==> config.mk <==
export PLATFORM = sky130hd
export DESIGN_NAME = ws2812_chain_driver
export DESIGN_NICKNAME = d
export VERILOG_FILES = /design/src/rtl/ws2812_chain_driver.sv
export SDC_FILE = /design/constraint.sdc
export NUM_CORES = 1
export LEC_CHECK = 0
export BUFFER_PORTS_ARGS = -buffer_cell sky130_fd_sc_hd__buf_2
export CORE_MARGIN = 1
export CORE_UTILIZATION = 56
export DETAILED_ROUTE_END_ITERATION = 12
export GPL_TIMING_DRIVEN = 0
export PLACE_DENSITY_LB_ADDON = 0.15
export SETUP_SLACK_MARGIN = 0.3
export SLEW_MARGIN = 0
export SYNTH_ARGS = -nofsm -noshare
export SYNTH_HDL_FRONTEND = slang
export SYNTH_SLANG_ARGS = --single-unit
==> constraint.sdc <==
create_clock -name clk -period 3.7 [get_ports clk]
set_input_delay 0.37 -clock clk [delete_from_list [all_inputs] [get_ports clk]]
set_output_delay 0.37 -clock clk [all_outputs]
set_load 0.05 [all_outputs]
==> src/rtl/ws2812_chain_driver.sv <==
// WS2812 chain driver: serialises four 24-bit RGB values onto one wire.
// Ports: clk, reset_n, enable, led1..4_rgb in; dout, busy, frame_done out.
module ws2812_chain_driver #(
  parameter int BIT_CYC     = 125,
  parameter int T0H_CYC     = 40,
  parameter int T1H_CYC     = 80,
  parameter int RESET_CYC   = 30000,
  parameter int COLOR_ORDER = 0
) (
  input  logic        clk,
  input  logic        reset_n,
  input  logic        enable,
  input  logic [0:23] led1_rgb,
  input  logic [0:23] led2_rgb,
  input  logic [0:23] led3_rgb,
  input  logic [0:23] led4_rgb,
  output logic        dout,
  output logic        busy,
  output logic        frame_done
);

  localparam int CNT_MAX =
    (BIT_CYC > RESET_CYC) ? BIT_CYC : RESET_CYC;
  localparam int CW = $clog2(CNT_MAX + 1);

  localparam logic [CW-1:0] BIT_LAST = CW'(BIT_CYC - 1);
  localparam logic [CW-1:0] RST_LAST = CW'(RESET_CYC - 1);
  localparam logic [CW-1:0] T0H      = CW'(T0H_CYC);
  localparam logic [CW-1:0] T1H      = CW'(T1H_CYC);
  localparam logic [6:0]    LAST_BIT = 7'd95;

  if (!(T0H_CYC >= 1 && T0H_CYC < T1H_CYC &&
        T1H_CYC < BIT_CYC && RESET_CYC >= 2)) begin : g_bad_params
    $error("ws2812_chain_driver: illegal timing parameters");
  end

  typedef enum logic [1:0] {
    LATCH = 2'd0,
    IDLE  = 2'd1,
    SEND  = 2'd2
  } state_t;

  state_t        state, state_n;
  logic [CW-1:0] cnt, cnt_n;
  logic [6:0]    bit_idx, bit_n;
  logic [95:0]   shreg, shreg_n;
  logic [95:0]   frame;
  logic          done_n;
  logic          dout_n;

  // Index 0 of each colour byte is its MSB, so ascending slices
  // land MSB-first in the descending shift register.
  function automatic logic [23:0] wire_order(input logic [0:23] v);
    logic [23:0] grb;
    logic [23:0] rgb;
    grb = {v[8:15], v[0:7], v[16:23]};
    rgb = v;
    return (COLOR_ORDER == 1) ? rgb : grb;
  endfunction

  assign frame = {wire_order(led1_rgb), wire_order(led2_rgb),
                  wire_order(led3_rgb), wire_order(led4_rgb)};

  always_comb begin
    state_n = state;
    cnt_n   = cnt;
    bit_n   = bit_idx;
    shreg_n = shreg;
    done_n  = 1'b0;
    unique case (state)
      LATCH: begin
        if (cnt == RST_LAST) begin
          cnt_n = '0;
          bit_n = '0;
          if (enable) begin
            state_n = SEND;
            shreg_n = frame;
          end else begin
            state_n = IDLE;
          end
        end else begin
          cnt_n = cnt + 1'b1;
        end
      end
      IDLE: begin
        if (enable) begin
          state_n = SEND;
          shreg_n = frame;
          cnt_n   = '0;
          bit_n   = '0;
        end
      end
      SEND: begin
        if (cnt == BIT_LAST) begin
          cnt_n   = '0;
          shreg_n = {shreg[94:0], 1'b0};
          if (bit_idx == LAST_BIT) begin
            state_n = LATCH;
            done_n  = 1'b1;
          end else begin
            bit_n = bit_idx + 1'b1;
          end
        end else begin
          cnt_n = cnt + 1'b1;
        end
      end
      default: begin
        state_n = LATCH;
        cnt_n   = '0;
      end
    endcase
    // dout is derived from the next state so the registered
    // output lines up with the cycle the counter describes.
    dout_n = (state_n == SEND) &&
             (cnt_n < (shreg_n[95] ? T1H : T0H));
  end

  always_ff @(posedge clk or negedge reset_n) begin
    if (!reset_n) begin
      state      <= LATCH;
      cnt        <= '0;
      bit_idx    <= '0;
      shreg      <= '0;
      dout       <= 1'b0;
      frame_done <= 1'b0;
    end else begin
      state      <= state_n;
      cnt        <= cnt_n;
      bit_idx    <= bit_n;
      shreg      <= shreg_n;
      dout       <= dout_n;
      frame_done <= done_n;
    end
  end

  assign busy = (state == SEND);

endmodule

==> metrics.md, run 1 <==
| Metric | Value |
|---|---|
| Result of the run | completed |
| WP buf/inv | 1 |
| Slew Limit Headroom | 48.7% |
| Clock tree from TritonCTS | done |
| DR DRC count | 0 |
| Tightest Hold Check Type | input port to register |
| Number of diodes added for antenna fixing | 0 |
| Cells after Synth | 592 |
| Non-filler cells, final | 862 |
| Area of the die | 10,400 um^2 |
| Family of cells with the greatest summed delay on the critical path | compound AO/OA/AOI/OAI gates |
| Total wirelength of the detailed-routed design | 13,500 um |
| Cell types with the largest area share after synthesis | sky130_fd_sc_hd__dfrtp_1, sky130_fd_sc_hd__nand2_1, sky130_fd_sc_hd__a22oi_1, sky130_fd_sc_hd__o21ai_0, sky130_fd_sc_hd__clkbuf_1 |
| Required time reported for the critical path endpoint | 4160 ps |
| Delay of the slowest cell on the worst path | 440 ps |
| Worst path slowest cell | sky130_fd_sc_hd__dfrtp_2 |
| Setup crit end kind | register |
| Clk root buf | sky130_fd_sc_hd__clkbuf_8 |
| Syn_nets | 697 |
| Crit. path cell count | 12 |
| Synth Area per Inst | 9.41 um^2 |
| Global-route wire length before repair | 21,900 um |
| Dominant combinational cell family by area after synthesis | simple AND/OR/NAND/NOR gates |
| Sum of negative setup slack | 0 ps |
| Top flip-flop cell by instance count after synthesis | sky130_fd_sc_hd__dfrtp_1 |
| Share of the synthesized area in the top cell type | 54.8% |
| Final HPWL from detailed placement | 8810 um |
| Start point of the critical path | cnt[0] |
| Overall fraction of global-route tracks in use | 27.9% |
| Number of max-capacitance violations reported | 0 |
| Clk buf depth | 2 |
| Reg clk slew, reported paths | 60 ps |
| Number of nets with antenna violations after detailed routing | 0 |
| Final number of max-transition violations | 0 |
| WL per Instance | 15.7 um |
| Post-synth EDFFs | 0 |
| Endpoints failing setup | 0 |
| Placement-stage cell area | 6280 um^2 |
| Cell Chain, Critical Path | inv_1, ha_1, and4bb_2, nand4_2, o22a_4, a221o_1, ha_1, a21o_1, a211oi_1, o31ai_1, nor4b_1, and4b_1 |
| Number of global-route vias before repair | 4,779 |
| Inst Count DP | 827 |
| Aggregate global routing overflow | 0 |
| P_leak | 3.44 nW |
| Xor/xnor cell area share of the yosys netlist | 0.786% |
| Most frequent cells after synthesis | sky130_fd_sc_hd__nand2_1, sky130_fd_sc_hd__dfrtp_1, sky130_fd_sc_hd__a22oi_1 |
| Port Buffer Count | 101 |
| Most repeated cell in the gate-level netlist after synthesis | sky130_fd_sc_hd__nand2_1 |
| Number of failing hold endpoints at the final stage | 0 |
| Number of antenna violations at the first check in global routing | 0 |
| Area share of fa/ha/maj cells after synthesis | 1.35% |
| Final Power | 0.00336 W |
| Share of layout cells above drive strength 1 | 21.9% |
| Cell Pwr Density | 487 nW/um^2 |
| Pin slew with the least headroom to its limit | 767 ps |
| Setup repair after global routing missed its margin | false |
| Number of nets in the finished design | 821 |
| Share of synthesized cell area in and, or, nand and nor gates | 21.0% |
| Count of cells along the worst register-to-register path | 12 |
| Multiplexer share of the synthesized area | 0.359% |
| Die Height | 102 um |
| Avg Vias per Cell | 5.76 |
| Post-synth cell types | 42 |
| Data arrival, critical path | 3750 ps |
| #FFs+latches synth | 122 |
| Via Count | 4,965 |
| Compound-Gate Fraction of Synth Area | 18.5% |
| H-tree lvl count | 4 |
| CP dominant cell by count | sky130_fd_sc_hd__ha_1 |
| Post-Syn Area | 5570 um^2 |
| Cell type with the largest total area after synthesis | sky130_fd_sc_hd__dfrtp_1 |
| Source of the worst register-to-register timing path | cnt[0] |
| Type of element launching the critical path | register |
| # IOs | 102 |
| Crit path to | dout |
| Count of routing violations after the opening detailed-route iteration | 275 |
| Maximum number of pins on one net before global-route repair | 98 |
| Die width | 102 um |
| R2R Setup Slk | 410 ps |
| Gpl congestion | 0.883 |
| Starting utilization of the core area | 57.3% |
| Largest driver fanout on the critical path | 7 |
| Type of the worst setup path | register to register |
| Non-Filler Cell Area, Final | 6910 um^2 |
| Maximum achievable frequency | 304 MHz |
| Drt first pass iters | 6 |
| Share of synthesized flip-flops with an asynchronous set or reset | 100% |
| Hold WS | 54.8 ps |
| Share of the clock period used by the worst path after layout | 88.9% |
| Worst flop-to-flop path endpoint | dout |
| Final min period | 3290 ps |
| Num Clock Sinks | 122 |
| Number of buffers inserted during clock tree synthesis | 17 |
| Layout overhead on the synthesized area | 24.1% |
| Register area share after synthesis | 54.8% |
| IR Drop Worst-Case VDD | 0.371 mV |
| Core ar. | 9730 um^2 |
| Clk_lat worst skew | 530 ps |
| Number of placement rows | 36 |
| Warning count from the yosys run | 0 |
| Worst Skew | 10.4 ps |
==> tightest hold or removal path: cells and delay by family <==
family          cells  cell delay, ps
buf+inv             1              70
compound gates      1              50
simple gates        1              50
==> report_power, final <==
part | internal (W) | total (W) | switching (W)
sequential | 0.00143 | 0.00153 | 0.000102
clock | 0.000938 | 0.00153 | 0.000595
combinational | 0.000131 | 0.000298 | 0.000167
total | 0.00250 | 0.00336 | 0.000864
==> routing by layer <==
layer / GRT usage [%] / up-vias / routed length (um)
li1: - / 2355 / -
met1: 35.9 / 2425 / 5890
met2: 43.7 / 164 / 6490
met3: 7.73 / 21 / 846
met4: 13.5 / 0 / 267
met5: 0 / - / 0
==> worst min-delay path by stage <==
stage	from	to	slack (ps)	cells after the start
6_report	led3_rgb[9]	shreg[46]	50	3
5_1_grt	led2_rgb[3]	shreg[60]	50	3
4_1_cts	led3_rgb[9]	shreg[46]	30	3
3_5_place_dp	reset_n	cnt[8]	250	1
3_3_place_gp	shreg[91]	shreg[91]	460	2
2_1_floorplan	reset_n	bit_idx[0]	70	0
==> layout make-up <==
cell class,count,area (um^2)
buffer,34,145
tap,133,166
timing repair buffer,105,564
clock inverter,11,96.3
sequential,122,3050
multi-input combinational,427,2390
inverter,9,33.8
fill,792,2820
clock buffer,21,459
==> stage by stage <==
stage	setup slack, ps	utilization (%)
after detailed placement	135	64.5
after global placement	90.4	64.2
final	410	71.1
after floorplan	698	-
after CTS	324	70.7
after global routing	263	71.1
==> placed cells by master (no fill, tap or decap), types with 3 or more instances in the layout <==
| master | instances |
|---|---|
| sky130_fd_sc_hd__nand2_1 | 205 |
| sky130_fd_sc_hd__dfrtp_1 | 121 |
| sky130_fd_sc_hd__buf_2 | 111 |
| sky130_fd_sc_hd__a22oi_1 | 95 |
| sky130_fd_sc_hd__o21ai_0 | 27 |
| sky130_fd_sc_hd__clkbuf_1 | 23 |
| sky130_fd_sc_hd__clkbuf_16 | 16 |
| sky130_fd_sc_hd__nand3_1 | 10 |
| sky130_fd_sc_hd__nor3_1 | 9 |
| sky130_fd_sc_hd__nor2_1 | 9 |
| sky130_fd_sc_hd__inv_1 | 9 |
| sky130_fd_sc_hd__nand4_1 | 8 |
| sky130_fd_sc_hd__o31ai_1 | 6 |
| sky130_fd_sc_hd__ha_1 | 6 |
| sky130_fd_sc_hd__and3_1 | 5 |
| sky130_fd_sc_hd__clkinvlp_4 | 5 |
| sky130_fd_sc_hd__xnor2_1 | 4 |
| sky130_fd_sc_hd__clkbuf_8 | 4 |
| sky130_fd_sc_hd__clkinv_2 | 4 |
| sky130_fd_sc_hd__and4b_1 | 3 |
| sky130_fd_sc_hd__a31oi_1 | 3 |
| sky130_fd_sc_hd__nor4_1 | 3 |
==> kinds of logic after synthesis <==
group,count (synthesis)
compound gates,144
xor+xnor,5
fa+ha+maj,6
buf+inv,43
flops,122
mux,2
simple gates,270
==> sequential cells by signal, indices dropped and copies added, names as in the netlist <==
signal	flops
state	2
shreg	96
bit_idx	7
frame_done	1
dout	1
cnt	15
==> what timing repair did <==
action / in CTS / in global routing
resized for setup: 3 / 7
hold buffers: 1 / 0
hold endpoints to repair: 25 / 0
cloned: 0 / 0
endpoints found under the setup margin: 1 / 1
pin swaps: 2 / 3
setup buffers: 2 / 0
(Power assumes the default switching activity.)
==> run 2: changes to the inputs <==
- ABC_AREA: default -> 0
- CORE_ASPECT_RATIO: default -> 0.9
==> run 2 against run 1 <==
Effect of this change:
- hold slack improved by 13 ps
- maximum frequency decreased by 2.1%
- core utilization increased by 1.4 points
- clock skew about the same
- critical path type unchanged
- largest cell class unchanged
- highest routed layer is now met5
==> metrics.md, run 2 (synthesis results as in run 1) <==
| Metric | Value |
|---|---|
| Reg clk slew, reported paths | 60 ps |
| WL per Instance | 15.9 um |
| Overall fraction of global-route tracks in use | 28.2% |
| Fill cells | 692 |
| Number of nets with antenna violations after detailed routing | 0 |
| # IOs | 102 |
| Core ar. | 9660 um^2 |
| Final Power | 0.00351 W |
| Registers with the most flip-flops | shreg: 96 flops, cnt: 15 flops, bit_idx: 7 flops |
| Setup repair after global routing missed its margin | false |
| Avg Vias per Cell | 5.75 |
| Area of the die | 10,400 um^2 |
| Footprint of the flip-flops and latches | 3050 um^2 |
| Drt first pass iters | 5 |
| Via Count | 4,937 |
| Setup crit end kind | register |
| IR Drop Worst-Case VDD | 0.446 mV |
| Number of flip-flops in the largest register | 96 |
| Slew Limit Headroom | 47.4% |
| Die width | 107 um |
| Endpoints failing setup | 0 |
| Type of element launching the critical path | register |
| Number of failing hold endpoints at the final stage | 0 |
| H-tree lvl count | 4 |
| Most used cells in the layout excluding fill and tap cells | sky130_fd_sc_hd__nand2_1, sky130_fd_sc_hd__dfrtp_1, sky130_fd_sc_hd__buf_2, sky130_fd_sc_hd__a22oi_1, sky130_fd_sc_hd__o21ai_0 |
| Share of the clock period used by the worst path after layout | 90.8% |
| Clock tree from TritonCTS | done |
| Num Clock Sinks | 122 |
| Largest register by flop count | shreg |
| Maximum achievable frequency | 298 MHz |
| Worst Skew | 10.1 ps |
| Area occupied by multi-input gates | 2410 um^2 |
| Final number of max-transition violations | 0 |
| Clk root buf | sky130_fd_sc_hd__clkbuf_8 |
| Final HPWL from detailed placement | 9060 um |
| Total wirelength of the detailed-routed design | 13,700 um |
| Clk_lat worst skew | 520 ps |
| Required time reported for the critical path endpoint | 4140 ps |
| Sum of negative setup slack | 0 ps |
| Final min period | 3360 ps |
| Number of buffers inserted during clock tree synthesis | 17 |
| Share of layout cells above drive strength 1 | 22.2% |
| Number of nets in the finished design | 826 |
| P_leak | 3.50 nW |
| Pin slew with the least headroom to its limit | 787 ps |
| Clk buf depth | 2 |
| DR DRC count | 0 |
| Layout overhead on the synthesized area | 25.5% |
| Global-route wire length before repair | 22,700 um |
| Count of routing violations after the opening detailed-route iteration | 372 |
| Number of placement rows | 34 |
| Number of diodes added for antenna fixing | 0 |
| Result of the run | completed |
| Largest driver fanout on the critical path | 5 |
| Type of the worst setup path | register to register |
| Number of antenna violations at the first check in global routing | 1 |
| Data arrival, critical path | 3800 ps |
| Die Height | 96.6 um |
| Gpl congestion | 0.959 |
| Post-layout util | 72.4% |
| Number of max-capacitance violations reported | 0 |
| Port Buffer Count | 101 |
| Aggregate global routing overflow | 0 |
| Number of global-route vias before repair | 4,841 |
| Tightest Hold Check Type | input port to register |
| Starting utilization of the core area | 57.7% |
| Maximum number of pins on one net before global-route repair | 66 |
| Most frequent standard cell in the layout excluding fill and tap cells | sky130_fd_sc_hd__nand2_1 |
| Cell Pwr Density | 501 nW/um^2 |
[run 2: metal layers]
layer  vias up  routed length [um]  part of all wire (%)  GRT usage [%]
li1       2356                   -                     -              -
met1      2369                5950                    44           37.8
met2       181                6500                    48           43.2
met3        29                 877                   6.4           6.33
met4         2                 327                   2.4           13.8
met5         -                  13                 0.095              0
[run 2: through the flow]
step | instances | worst slack (ps) | area [um^2] | hold slack, ps
after floorplan | 592 | 698 | 5570 | 74.4
after global placement | 819 | -60.9 | 6230 | 458
after detailed placement | 820 | -96.6 | 6270 | 375
after CTS | 855 | 306 | 6940 | 48.6
after global routing | 859 | 297 | 6990 | 54.8
final | 859 | 341 | 6990 | 67.4
[run 2: repair_timing]
item | in CTS | in global routing
pin swaps | 3 | 5
buffers inserted | 3 | 4
setup endpoints to repair | 1 | 1
hold buffers | 1 | 0
hold endpoints to repair | 57 | 0
gates resized for setup | 6 | 6
[run 2: final cells by class]
cell class / instances / area share (%)
timing repair buffer: 110 / 8.61
multi-input combinational: 427 / 34.4
inverter: 9 / 0.483
sequential: 122 / 43.7
clock inverter: 7 / 1.63
clock buffer: 24 / 6.87
buffer: 34 / 2.08
tap: 126 / 2.25
[run 2: path summary, 6_finish.rpt]
path	from	end	slack [ps]	cells after the start
max in group asynchronous	reset_n	shreg[88]	2620	3
min in group asynchronous	reset_n	cnt[12]	380	2
min reg2reg	shreg[88]	shreg[88]	480	2
max	cnt[1]	dout	340	12
min	led4_rgb[4]	shreg[11]	70	3
max reg2reg	cnt[1]	dout	340	12
[run 2: critical path, cell delays in order (launching register included)]
cell	delay, ps
sky130_fd_sc_hd__dfrtp_1	410
sky130_fd_sc_hd__inv_1	70
sky130_fd_sc_hd__ha_1	130
sky130_fd_sc_hd__and4bb_2	300
sky130_fd_sc_hd__nand4_2	190
sky130_fd_sc_hd__o22a_2	300
sky130_fd_sc_hd__a221o_1	350
sky130_fd_sc_hd__ha_1	320
sky130_fd_sc_hd__a21o_1	200
sky130_fd_sc_hd__a211oi_2	240
sky130_fd_sc_hd__o31ai_1	130
sky130_fd_sc_hd__nor4b_1	370
sky130_fd_sc_hd__and4b_1	260
[run 2: power by group]
| part | switching, W | internal [W] |
|---|---|---|
| sequential | 0.000109 | 0.00143 |
| clock | 0.000563 | 0.00109 |
| combinational | 0.000174 | 0.000136 |
